<file path="src/rtl/ex_operand_stage.sv">
// ex_operand_stage: ID/EX pipeline register with MEM/WB operand forwarding.
// Holds the decoded instruction for the EX stage. Forwarding resolves RAW
// hazards against the MEM and WB producers. The stage drives the ALU's
// A/B/op inputs and the forwarded store data.
module ex_operand_stage #(
    parameter int WIDTH = 32,
    parameter int REGW  = 5
) (
    input  logic             clk,
    input  logic             rst_n,

    input  logic             id_valid,
    input  logic [2:0]       id_alu_op,
    input  logic [WIDTH-1:0] id_rs_data,
    input  logic [WIDTH-1:0] id_rt_data,
    input  logic [WIDTH-1:0] id_imm,
    input  logic [4:0]       id_shamt,
    input  logic             id_alu_src,
    input  logic             id_shift,
    input  logic [REGW-1:0]  id_rs,
    input  logic [REGW-1:0]  id_rt,
    input  logic [REGW-1:0]  id_rd,
    input  logic             id_reg_write,

    input  logic             stall,
    input  logic             flush,

    input  logic             mem_reg_write,
    input  logic [REGW-1:0]  mem_rd,
    input  logic [WIDTH-1:0] mem_result,
    input  logic             wb_reg_write,
    input  logic [REGW-1:0]  wb_rd,
    input  logic [WIDTH-1:0] wb_result,

    output logic             ex_valid,
    output logic [WIDTH-1:0] alu_a,
    output logic [WIDTH-1:0] alu_b,
    output logic [2:0]       alu_op,
    output logic [WIDTH-1:0] ex_rt_fwd,
    output logic [REGW-1:0]  ex_rd,
    output logic             ex_reg_write
);

    logic             valid_q;
    logic [2:0]       alu_op_q;
    logic [WIDTH-1:0] rs_data_q;
    logic [WIDTH-1:0] rt_data_q;
    logic [WIDTH-1:0] imm_q;
    logic [4:0]       shamt_q;
    logic             alu_src_q;
    logic             shift_q;
    logic [REGW-1:0]  rs_q;
    logic [REGW-1:0]  rt_q;
    logic [REGW-1:0]  rd_q;
    logic             reg_write_q;

    logic [WIDTH-1:0] fwd_rs;
    logic [WIDTH-1:0] fwd_rt;

    // Forward the youngest in-flight producer (MEM before WB); $0 is never forwarded
    always_comb begin
        fwd_rs = rs_data_q;
        if (mem_reg_write && (mem_rd != '0) && (mem_rd == rs_q)) begin
            fwd_rs = mem_result;
        end else if (wb_reg_write && (wb_rd != '0) && (wb_rd == rs_q)) begin
            fwd_rs = wb_result;
        end

        fwd_rt = rt_data_q;
        if (mem_reg_write && (mem_rd != '0) && (mem_rd == rt_q)) begin
            fwd_rt = mem_result;
        end else if (wb_reg_write && (wb_rd != '0) && (wb_rd == rt_q)) begin
            fwd_rt = wb_result;
        end
    end

    // Pipeline register: flush beats stall; a stall refreshes the operand data so a retiring producer is not lost
    always_ff @(posedge clk or negedge rst_n) begin
        if (!rst_n) begin
            valid_q     <= 1'b0;
            alu_op_q    <= '0;
            rs_data_q   <= '0;
            rt_data_q   <= '0;
            imm_q       <= '0;
            shamt_q     <= '0;
            alu_src_q   <= 1'b0;
            shift_q     <= 1'b0;
            rs_q        <= '0;
            rt_q        <= '0;
            rd_q        <= '0;
            reg_write_q <= 1'b0;
        end else if (flush) begin
            valid_q     <= 1'b0;
            alu_op_q    <= '0;
            rs_data_q   <= '0;
            rt_data_q   <= '0;
            imm_q       <= '0;
            shamt_q     <= '0;
            alu_src_q   <= 1'b0;
            shift_q     <= 1'b0;
            rs_q        <= '0;
            rt_q        <= '0;
            rd_q        <= '0;
            reg_write_q <= 1'b0;
        end else if (stall) begin
            rs_data_q   <= fwd_rs;
            rt_data_q   <= fwd_rt;
        end else begin
            valid_q     <= id_valid;
            alu_op_q    <= id_alu_op;
            rs_data_q   <= id_rs_data;
            rt_data_q   <= id_rt_data;
            imm_q       <= id_imm;
            shamt_q     <= id_shamt;
            alu_src_q   <= id_alu_src;
            shift_q     <= id_shift;
            rs_q        <= id_rs;
            rt_q        <= id_rt;
            rd_q        <= id_rd;
            reg_write_q <= id_reg_write & id_valid;
        end
    end

    // ALU operand selection: shifts take rt as A and the zero-extended shamt as B
    always_comb begin
        if (shift_q) begin
            alu_a = fwd_rt;
            alu_b = {{(WIDTH-5){1'b0}}, shamt_q};
        end else begin
            alu_a = fwd_rs;
            alu_b = alu_src_q ? imm_q : fwd_rt;
        end
    end

    assign ex_valid     = valid_q;
    assign alu_op       = alu_op_q;
    assign ex_rt_fwd    = fwd_rt;
    assign ex_rd        = rd_q;
    assign ex_reg_write = reg_write_q;

endmodule

</file>
<file path="config.mk">
export PLATFORM = sky130hd
export DESIGN_NAME = ex_operand_stage
export DESIGN_NICKNAME = d
export VERILOG_FILES = /design/src/rtl/ex_operand_stage.sv
export SDC_FILE = /design/constraint.sdc
export NUM_CORES = 1
export LEC_CHECK = 0
export CORE_AREA = 2 2 133 135
export CTS_CLUSTER_SIZE = 40
export DETAILED_ROUTE_END_ITERATION = 7
export DIE_AREA = 0 0 135 137
export PLACE_DENSITY = 0.92
export SYNTH_ARGS = -nofsm -noshare
export SYNTH_HDL_FRONTEND = slang
export SYNTH_SLANG_ARGS = --single-unit
</file>
<file path="constraint.sdc">
create_clock -name clk -period 6.1 [get_ports clk]
set_input_delay 0.915 -clock clk [delete_from_list [all_inputs] [get_ports clk]]
set_output_delay 0.915 -clock clk [all_outputs]
set_load 0.02 [all_outputs]
</file>
# Word level (Yosys, flattened, before mapping)

Cells that the tools add are included.

Equal/unequal tests: 5
Mux-type cells: 31
Bitwise gates (word level): 1
Reduce and logical (&&, ||, !) cells: 8

Operators by type and width:

| kind                                                             | number |
|---|---|
| 32-bit two-way mux                                               | 13 |
| 5-bit two-way mux                                                | 8 |
| 5-bit equality test                                              | 4 |
| 5-bit nonzero test                                               | 2 |
| 1-bit two-way mux                                                | 8 |
| 1-bit logical AND                                                | 6 |
| 3-bit two-way mux                                                | 2 |
| 2-bit by 1-bit != test with 1-bit output (second input constant) | 1 |
| 1-bit bitwise AND                                                | 1 |

Bits in registers: 123
Bits of input ports: 203
Logic and storage cells: 57

# Longest topological paths before layout

Gate-level depths: netlist (run 1).

Depth in word-level cells: 7
Gate-level depth with buffers: 8

# Worst setup path before layout (run 1)

OpenSTA, ideal clock, no wires.

Path type: input -> output
Start point: input port wb_rd[4]
End point: output port alu_b[13]
Arrival: 2807 ps
Required time: 5185 ps
Path slack: 2378 ps
Cell stages on the path: 7
Path buffers: 2
Path through: or4_1 o21a_1 clkbuf_1 buf_2 a31oi_1 a211oi_2 o31ai_1

Word-level cells in the longest chain between the ends: 7
Elaborated cells between the ends (all ways): 8
Classes of those cells: eq/ne (1); mux (4); reduce/logical (3)

RTL lines:

| element              | RTL line | source |
|---|---|---|
| start, declared      | 32       | `input logic [REGW-1:0] wb_rd,` |
| 5-bit nonzero test   | 72       | `end else if (wb_reg_write && (wb_rd != '0) && (wb_rd == rt_q)) begin` |
| 1-bit logical AND    | 72       |  |
| 1-bit logical AND *  | 72       |  |
| 32-bit two-way mux * | 72       |  |
| 32-bit two-way mux * | 70       | `if (mem_reg_write && (mem_rd != '0) && (mem_rd == rt_q)) begin` |
| 32-bit two-way mux * | 131      | `alu_b = alu_src_q ? imm_q : fwd_rt;` |
| 32-bit two-way mux * | 126      | `if (shift_q) begin` |
| end, declared        | 37       | `output logic [WIDTH-1:0] alu_b,` |

Every way passes the cells marked *; elsewhere a longest branch is shown, timed or not.

# Worst setup path after layout (run 1)

Start point: input port wb_rd[0]
End point: output port alu_a[29]

Word-level cells in the longest chain between the ends: 6
Elaborated cells between the ends (all ways): 11
Classes of those cells: eq/ne (2); mux (5); reduce/logical (4)

RTL lines:

| element                               | RTL line | source |
|---|---|---|
| 5-bit nonzero test                    | 65, 72   |  |
| 1-bit logical AND                     | 65, 72   |  |
| 1-bit logical AND (on tied branches)  | 65, 72   |  |
| 32-bit two-way mux (on tied branches) | 65, 72   |  |
| 32-bit two-way mux (on tied branches) | 63, 70   |  |
| 32-bit two-way mux *                  | 126      |  |
| end, declared                         | 36       | `output logic [WIDTH-1:0] alu_a,` |

Marked as above.

==> results of run 1 <==
## cells by family after synthesis
kind of cell,count (synthesis)
compound gates,341
xor+xnor,20
buf+inv,177
flops,123
mux,57
simple gates,232
## cell type report
type | count | area [µm²]
antenna | 1 | 2.502
clock buffer | 22 | 474.2
clock inverter | 8 | 117.6
fill | 1309 | 5305
inverter | 88 | 330.3
multi-input combinational | 650 | 4268
sequential | 123 | 3079
tap | 225 | 281.5
timing repair buffer | 323 | 3198
## registers in the layout, indices dropped and copies added (netlist names)
name          flops
ex_rd             5
rs_data_q        32
ex_valid          1
rs_q              5
alu_op            3
rt_data_q        32
shift_q           1
imm_q            32
rt_q              5
alu_src_q         1
ex_reg_write      1
shamt_q           5
## metrics by stage
| stage | utilization | hold slack [ns] | instance area (µm²) | power, W | cells |
|---|---|---|---|---|---|
| 2_1_floorplan | - | 0.4891 | 7991 | 0.001255 | 950 |
| 3_3_place_gp | 0.6541 | 0.5013 | 11160 | 0.001621 | 1409 |
| 3_5_place_dp | 0.6541 | 0.5152 | 11160 | 0.001638 | 1409 |
| 4_1_cts | 0.6888 | 0.5271 | 11750 | 0.002664 | 1439 |
| 5_1_grt | 0.6890 | 0.5404 | 11750 | 0.002759 | 1440 |
| 6_report | 0.6890 | 0.5204 | 11750 | 0.002660 | 1440 |
## power groups by stage
stage	logic (W)	clock network (W)	registers [W]
finish	0.000749	0.00102	0.000891
global route	0.000794	0.00107	0.000895
CTS	0.000741	0.00103	0.000890
detailed placement	0.000735	0	0.000903
global placement	0.000721	0	0.000900
floorplan	0.000355	0	0.000900
## synth_stat cells (2+ instances only)
master	instances
o22ai_1	10
buf_4	3
buf_1	6
nand2_1	90
mux2i_1	57
o31ai_1	65
clkbuf_1	72
nor2_1	126
a32o_1	22
buf_6	3
a211oi_2	30
a31oi_1	64
a22oi_1	6
a211o_1	22
o21ai_0	49
dfrtp_1	123
nor2b_1	3
and4_1	2
nor3_1	2
and2_1	2
a21oi_1	24
xor2_1	14
o21bai_1	10
buf_2	5
and3_1	2
inv_1	88
a211oi_1	14
xnor2_1	6
o2bb2ai_1	22
## final timing paths
path,endpoint,slack (ns),cells after the start
hold / removal,imm_q[15],0.52,2
setup reg to reg,rt_data_q[18],3.41,6
min in group asynchronous,imm_q[5],0.60,1
max in group asynchronous,shift_q,4.16,2
hold reg to reg,imm_q[15],0.52,2
setup / recovery,alu_a[29],0.86,8
## layer usage
layer | part of all wire | vias up | track usage
met5 | 0 | - | 0
met2 | 0.49 | 618 | 0.5502
met3 | 0.099 | 116 | 0.08111
met4 | 0.037 | 0 | 0.1875
li1 | - | 3922 | -
met1 | 0.37 | 4194 | 0.3874
## tightest hold or removal path, cell delays in order, from the launching register on
cell and delay (ns):
dfrtp_1 0.34, mux2i_1 0.07, nor2_1 0.07
## cells in the final DEF, fill, tap and decap left out, types with 14 or more instances in the layout
cell type / n
a211o_1: 22
a211oi_1: 14
a211oi_2: 30
a21oi_1: 24
a31oi_1: 64
a32o_1: 22
buf_4: 16
clkbuf_16: 17
clkdlybuf4s50_1: 305
dfrtp_1: 122
inv_1: 88
mux2i_1: 57
nand2_1: 89
nor2_1: 123
o21ai_0: 49
o2bb2ai_1: 22
o31ai_1: 65
xor2_1: 14
==> results by group, run 1 <==
Route
  • Detailed Routing Iterations Pass 1: 7
  • DRT antenna net count: 0
  • Via-per-instance ratio: between 6 and 7
  • DR DRC count: 0
  • WL final: 31.01 mm
  • Avg WL per Cell: between 20 and 25 µm
  • Iter 0 DRT Violations: 776
  • Via count: ~8900

STA
  • F_max: 191.0 MHz
  • RSZ-0062 raised after global routing: no
  • Period Utilization, post-route: 0.8585
  • Max Slew Vio Count: 0
  • Final hold violation count: 0
  • Worst setup margin: 0.8630 ns
  • Period minus WS final: 5.237 ns
  • Slew @ Worst Pin: 1.044 ns
  • Clock skew: approximately 0.011 ns
  • Final setup viols: 0
  • Accumulated negative setup slack: 0 ns
  • Worst relative slew slack: 0.3039

Synthesis
  • Synth Area in Simple Gates: 0.1146
  • Mux cell area share after synthesis: 0.07140
  • Most common flop cell mapped by yosys: dfrtp_1
  • Syn Inst Count: 950
  • Complex-gate fraction of the synthesized area: 0.3188
  • Largest family of logic cells by synthesized area: compound AO/OA/AOI/OAI gates
  • Area share of xor/xnor cells in the synthesized design: 0.02192
  • Synth top area cells: dfrtp_1, mux2i_1, o31ai_1
  • Post-synth EDFFs: 0
  • Post-synthesis net count: 1153
  • Area leader, netlist: dfrtp_1
  • Register area share after synthesis: 0.3852
  • Synthesized area per cell: 8.412 µm²
  • Mapped cell area: 7991 µm²
  • Post-synthesis register bit count: about 120
  • Library cells used by synthesis: 37
  • Async set or reset register ratio after synthesis: 1.000
  • Yosys top cell area share: 0.3852
  • Synthesized-area fraction occupied by adder cells: 0
  • Synthesis Warnings: 0

Critical path
  • Crit start category: primary input
  • CP dominant cell by count: clkdlybuf4s50_1
  • Crit end category: output port
  • Reg2reg start: rt_q[4]
  • Crit path cell chain: clkdlybuf4s50_1, or4_1, o21a_2, buf_4, and3_2, a211o_1, o2bb2ai_1, clkdlybuf4s50_1
  • Worst path max stage delay: 0.90 ns
  • CP max stage cell: and3_2
  • Worst setup path startpoint: wb_rd[0]
  • WP data arrival: 4.32 ns
  • Worst Path Buf+Inv: 3
  • Kind of critical path: primary input to output port
  • Data required, critical path: 5.18 ns
  • CP Max Fanout: 65
  • Cell family with the largest share of critical-path delay: buffers and inverters

GRT
  • Largest net degree at the start of global routing: 71
  • Total track usage: 0.3290
  • Overflow after GRT: 0
  • First-pass GRT wire length: 46.77 mm
  • Initial antenna violation count: 1
  • Vias in the first global route: 8835

Power
  • Pwr per Cell Area: 226.4 nW/µm²
  • Worst vdd ir: around 170 µV
  • Switch share: 0.2933
  • Internal power: 0.001880 W
  • Register share of total power: 0.335
  • Clock power frac: 0.383
  • Combinational share of power: 0.282
  • P_leak: 4.985 nW
  • Switch Pwr: 0.0007801 W

Job
  • Max Cap Viol: 0

CTS
  • H-tree depth: 4
  • Postcts setup bufs: 0
  • Clk sinks: 123
  • Inserted Clock Buffers: 17
  • Clock latency at the later pin of the worst-skew pair: 0.41 ns
  • Buffer depth of the longest clock path: 2
  • Number of gates resized after cts: 0
  • CTS root buffer: clkbuf_16
  • Hold-fix buffers, CTS: 0
  • CTS tree: done
  • Clk slew on worst S/H paths: 0.05 ns

Outcome
  • Status: complete, no violations

Placement
  • Final HPWL DP: 20.22 mm
  • Port bufs: 308
  • GP Congestion: roughly 0.91
  • Placement-stage worst setup slack: just over 0.9 ns

Die
  • Starting Density: 0.4685
  • CORE AREA: 17060 µm²
  • I/O Pins: 309
  • Die width: 135 µm
  • Number of core rows: 48
  • Die height: 137 µm
  • Full die area: 18500 µm²

Finish
  • Area Overhead vs Synth: 47.05%
  • Proportion of layout cells with a drive suffix above 1: 0.07578
  • Nets: 1406

Min path
  • Min-delay worst type: flip-flop to flip-flop
  • Hold_sp: imm_q[15]
Note: power is estimated with default switching activity, not from simulation.
==> inputs of run 2 (changes only) <==
Settings changed: CAP_MARGIN from default to 25, CORE_AREA 2 2 133 135 to 2 2 137 139, DIE_AREA 0 0 135 137 to 0 0 139 141, PLACE_DENSITY 0.92 to 0.88.
Clock period 6.1 ns to 5.1 ns, I/O delays scaled along.
==> run 2 against run 1 <==
  * Sequential share of layout area decreased by 0.13 points
  * Sequential power increased by 19%
  * Routed wire length decreased by 2.7%
  * Non-clock buffer count increased by 4
  * First-iteration DRC count decreased by 18%
  * Cell count increased by 0.83%
  * Power increased by 21%
  * Core utilization decreased by 4.3 points
  * Combinational power increased by 19%
  * Flip-flop and latch count unchanged
  * Critical path type unchanged
  * Largest cell class unchanged
==> results by group, run 2 (same netlist as run 1, synthesis figures left out) <==
Finish
  • Antenna Cells: 0
  • Top flop regs: imm_q: 32 flops, rs_data_q: 32 flops, rt_data_q: 32 flops
  • Proportion of layout cells with a drive suffix above 1: 0.07964
  • Most common cell after layout, fill and taps aside: clkdlybuf4s50_1
  • Area Overhead vs Synth: 47.77%
  • Most frequent cells in the layout: clkdlybuf4s50_1, nor2_1, dfrtp_1
  • Nets: approximately 1400

Die
  • Number of core rows: 50
  • I/O Pins: 309
  • Die width: 139 µm
  • CORE AREA: 18270 µm²
  • Die height: ~140 µm
  • Full die area: 19600 µm²
  • Starting Density: 0.4375

Power
  • Switch share: 0.2901
  • Clock power frac: 0.391
  • Worst vdd ir: 208.7 µV
  • Combinational share of power: 0.277
  • Register share of total power: 0.332
  • Switch Pwr: 0.0009305 W
  • P_leak: 5.015 nW
  • Internal power: approximately 0.0023 W
  • Pwr per Cell Area: 271.7 nW/µm²

CTS
  • Number of gates resized after cts: 0
  • Clk slew on worst S/H paths: approximately 0.05 ns
  • H-tree depth: 4
  • Hold-fix buffers, CTS: 0
  • Clk sinks: approximately 120
  • Buffer depth of the longest clock path: 2
  • Postcts setup bufs: 0
  • Inserted Clock Buffers: 17
  • CTS tree: done
  • Clock latency at the later pin of the worst-skew pair: ~0.43 ns
  • CTS root buffer: clkbuf_16

Critical path
  • Crit end category: output port
  • Kind of critical path: primary input to output port
  • Worst R2R Setup Slack: 2.65 ns
  • Data required, critical path: 4.34 ns
  • CP Max Fanout: 34
  • WP data arrival: 4.02 ns
  • Worst r2r dst: rt_data_q[27]
  • Reg2reg start: rt_q[0]
  • Reg2Reg Depth: 6
  • Crit start category: primary input

Placement
  • Final HPWL DP: ~20 mm
  • Placement-stage worst setup slack: 0.3697 ns
  • Port bufs: between 300 and 400
  • GP Congestion: 0.9049

GRT
  • Overflow after GRT: 0
  • First-pass GRT wire length: 46.57 mm
  • GR peak layer: met2
  • Initial antenna violation count: 0
  • Vias in the first global route: 8770
  • GRT met3 Usage: 0.08118
  • Total track usage: 0.3017
  • Global Route met1 Usage: 0.3547
  • Largest net degree at the start of global routing: 79
  • Grt met2 use: 0.5167

STA
  • RSZ-0062 raised after global routing: no
  • Worst setup margin: 0.3134 ns
  • Slew @ Worst Pin: 0.9970 ns
  • Period Utilization, post-route: 0.9386
  • F_max: 208.9 MHz
  • Final hold violation count: 0
  • Max Slew Vio Count: 0
  • Worst relative slew slack: 0.3353
  • Period minus WS final: 4.787 ns
  • Clock skew: around 0.020 ns
  • Accumulated negative setup slack: 0 ns
  • Final setup viols: 0

Route
  • DRT antenna net count: 0
  • Via count: 8668
  • Via-per-instance ratio: 5.970
  • Detailed Routing Iterations Pass 1: 5
  • Avg WL per Cell: 20.78 µm
  • Iter 0 DRT Violations: 637
  • DR DRC count: 0
  • WL final: about 30 mm

Min path
  • Min-delay worst type: primary input to async pin

Job
  • Max Cap Viol: 0

Outcome
  • Status: complete, no violations
run 2: critical path, cell delays in order:
cell and delay [ns]:
clkdlybuf4s50_1 0.48, or4_1 0.54, o21a_2 0.22, buf_4 0.23, buf_4 0.30, a31oi_1 0.20
a211oi_2 0.08, o31ai_1 0.48, clkdlybuf4s50_1 0.70
run 2: area by class of cell:
| type | count | area [µm²] |
|---|---|---|
| Inverter | 88 | 330.3 |
| Tap cell | 234 | 292.8 |
| Timing Repair Buffer | 327 | 3228 |
| Multi-Input combinational cell | 650 | 4268 |
| Clock buffer | 23 | 498.0 |
| Fill cell | 1452 | 6459 |
| Sequential cell | 123 | 3079 |
| Clock inverter | 7 | 112.6 |
run 2: worst max-delay path by stage:
stage | end | slack, ns | from | cells past startpoint
final | alu_b[19] | 0.31 | wb_rd[0] | 9
after global routing | alu_b[19] | 0.27 | wb_rd[0] | 9
after global placement | alu_b[19] | 0.41 | wb_rd[4] | 9
after floorplan | alu_b[13] | 1.68 | wb_rd[4] | 7
after detailed placement | alu_a[13] | 0.37 | wb_rd[0] | 8
after CTS | alu_a[29] | 0.40 | wb_rd[0] | 8
run 2: power groups by stage:
stage               clock network, W  logic (W)  registers, W
floorplan                          0   0.000425       0.00108
global placement                   0   0.000867       0.00108
detailed placement                 0   0.000880       0.00108
CTS                          0.00127   0.000886       0.00106
global route                 0.00132   0.000947       0.00107
finish                       0.00125   0.000890       0.00106
run 2: routing by layer:
metal	wire (µm)	vias to the layer above
met5	0	-
met4	1120	0
met3	2871	78
met2	15040	489
met1	11150	4168
li1	-	3933
run 2: stage by stage:
| stage | power [W] | hold slack, ns | instance area [µm²] | instances | utilization |
|---|---|---|---|---|---|
| 2_1_floorplan | 0.001501 | 0.4694 | 7991 | 950 | - |
| 3_3_place_gp | 0.001944 | 0.5016 | 11200 | 1422 | 0.6130 |
| 3_5_place_dp | 0.001959 | 0.5116 | 11200 | 1422 | 0.6130 |
| 4_1_cts | 0.003218 | 0.4200 | 11810 | 1452 | 0.6464 |
| 5_1_grt | 0.003335 | 0.4328 | 11810 | 1452 | 0.6464 |
| 6_report | 0.003208 | 0.3818 | 11810 | 1452 | 0.6464 |
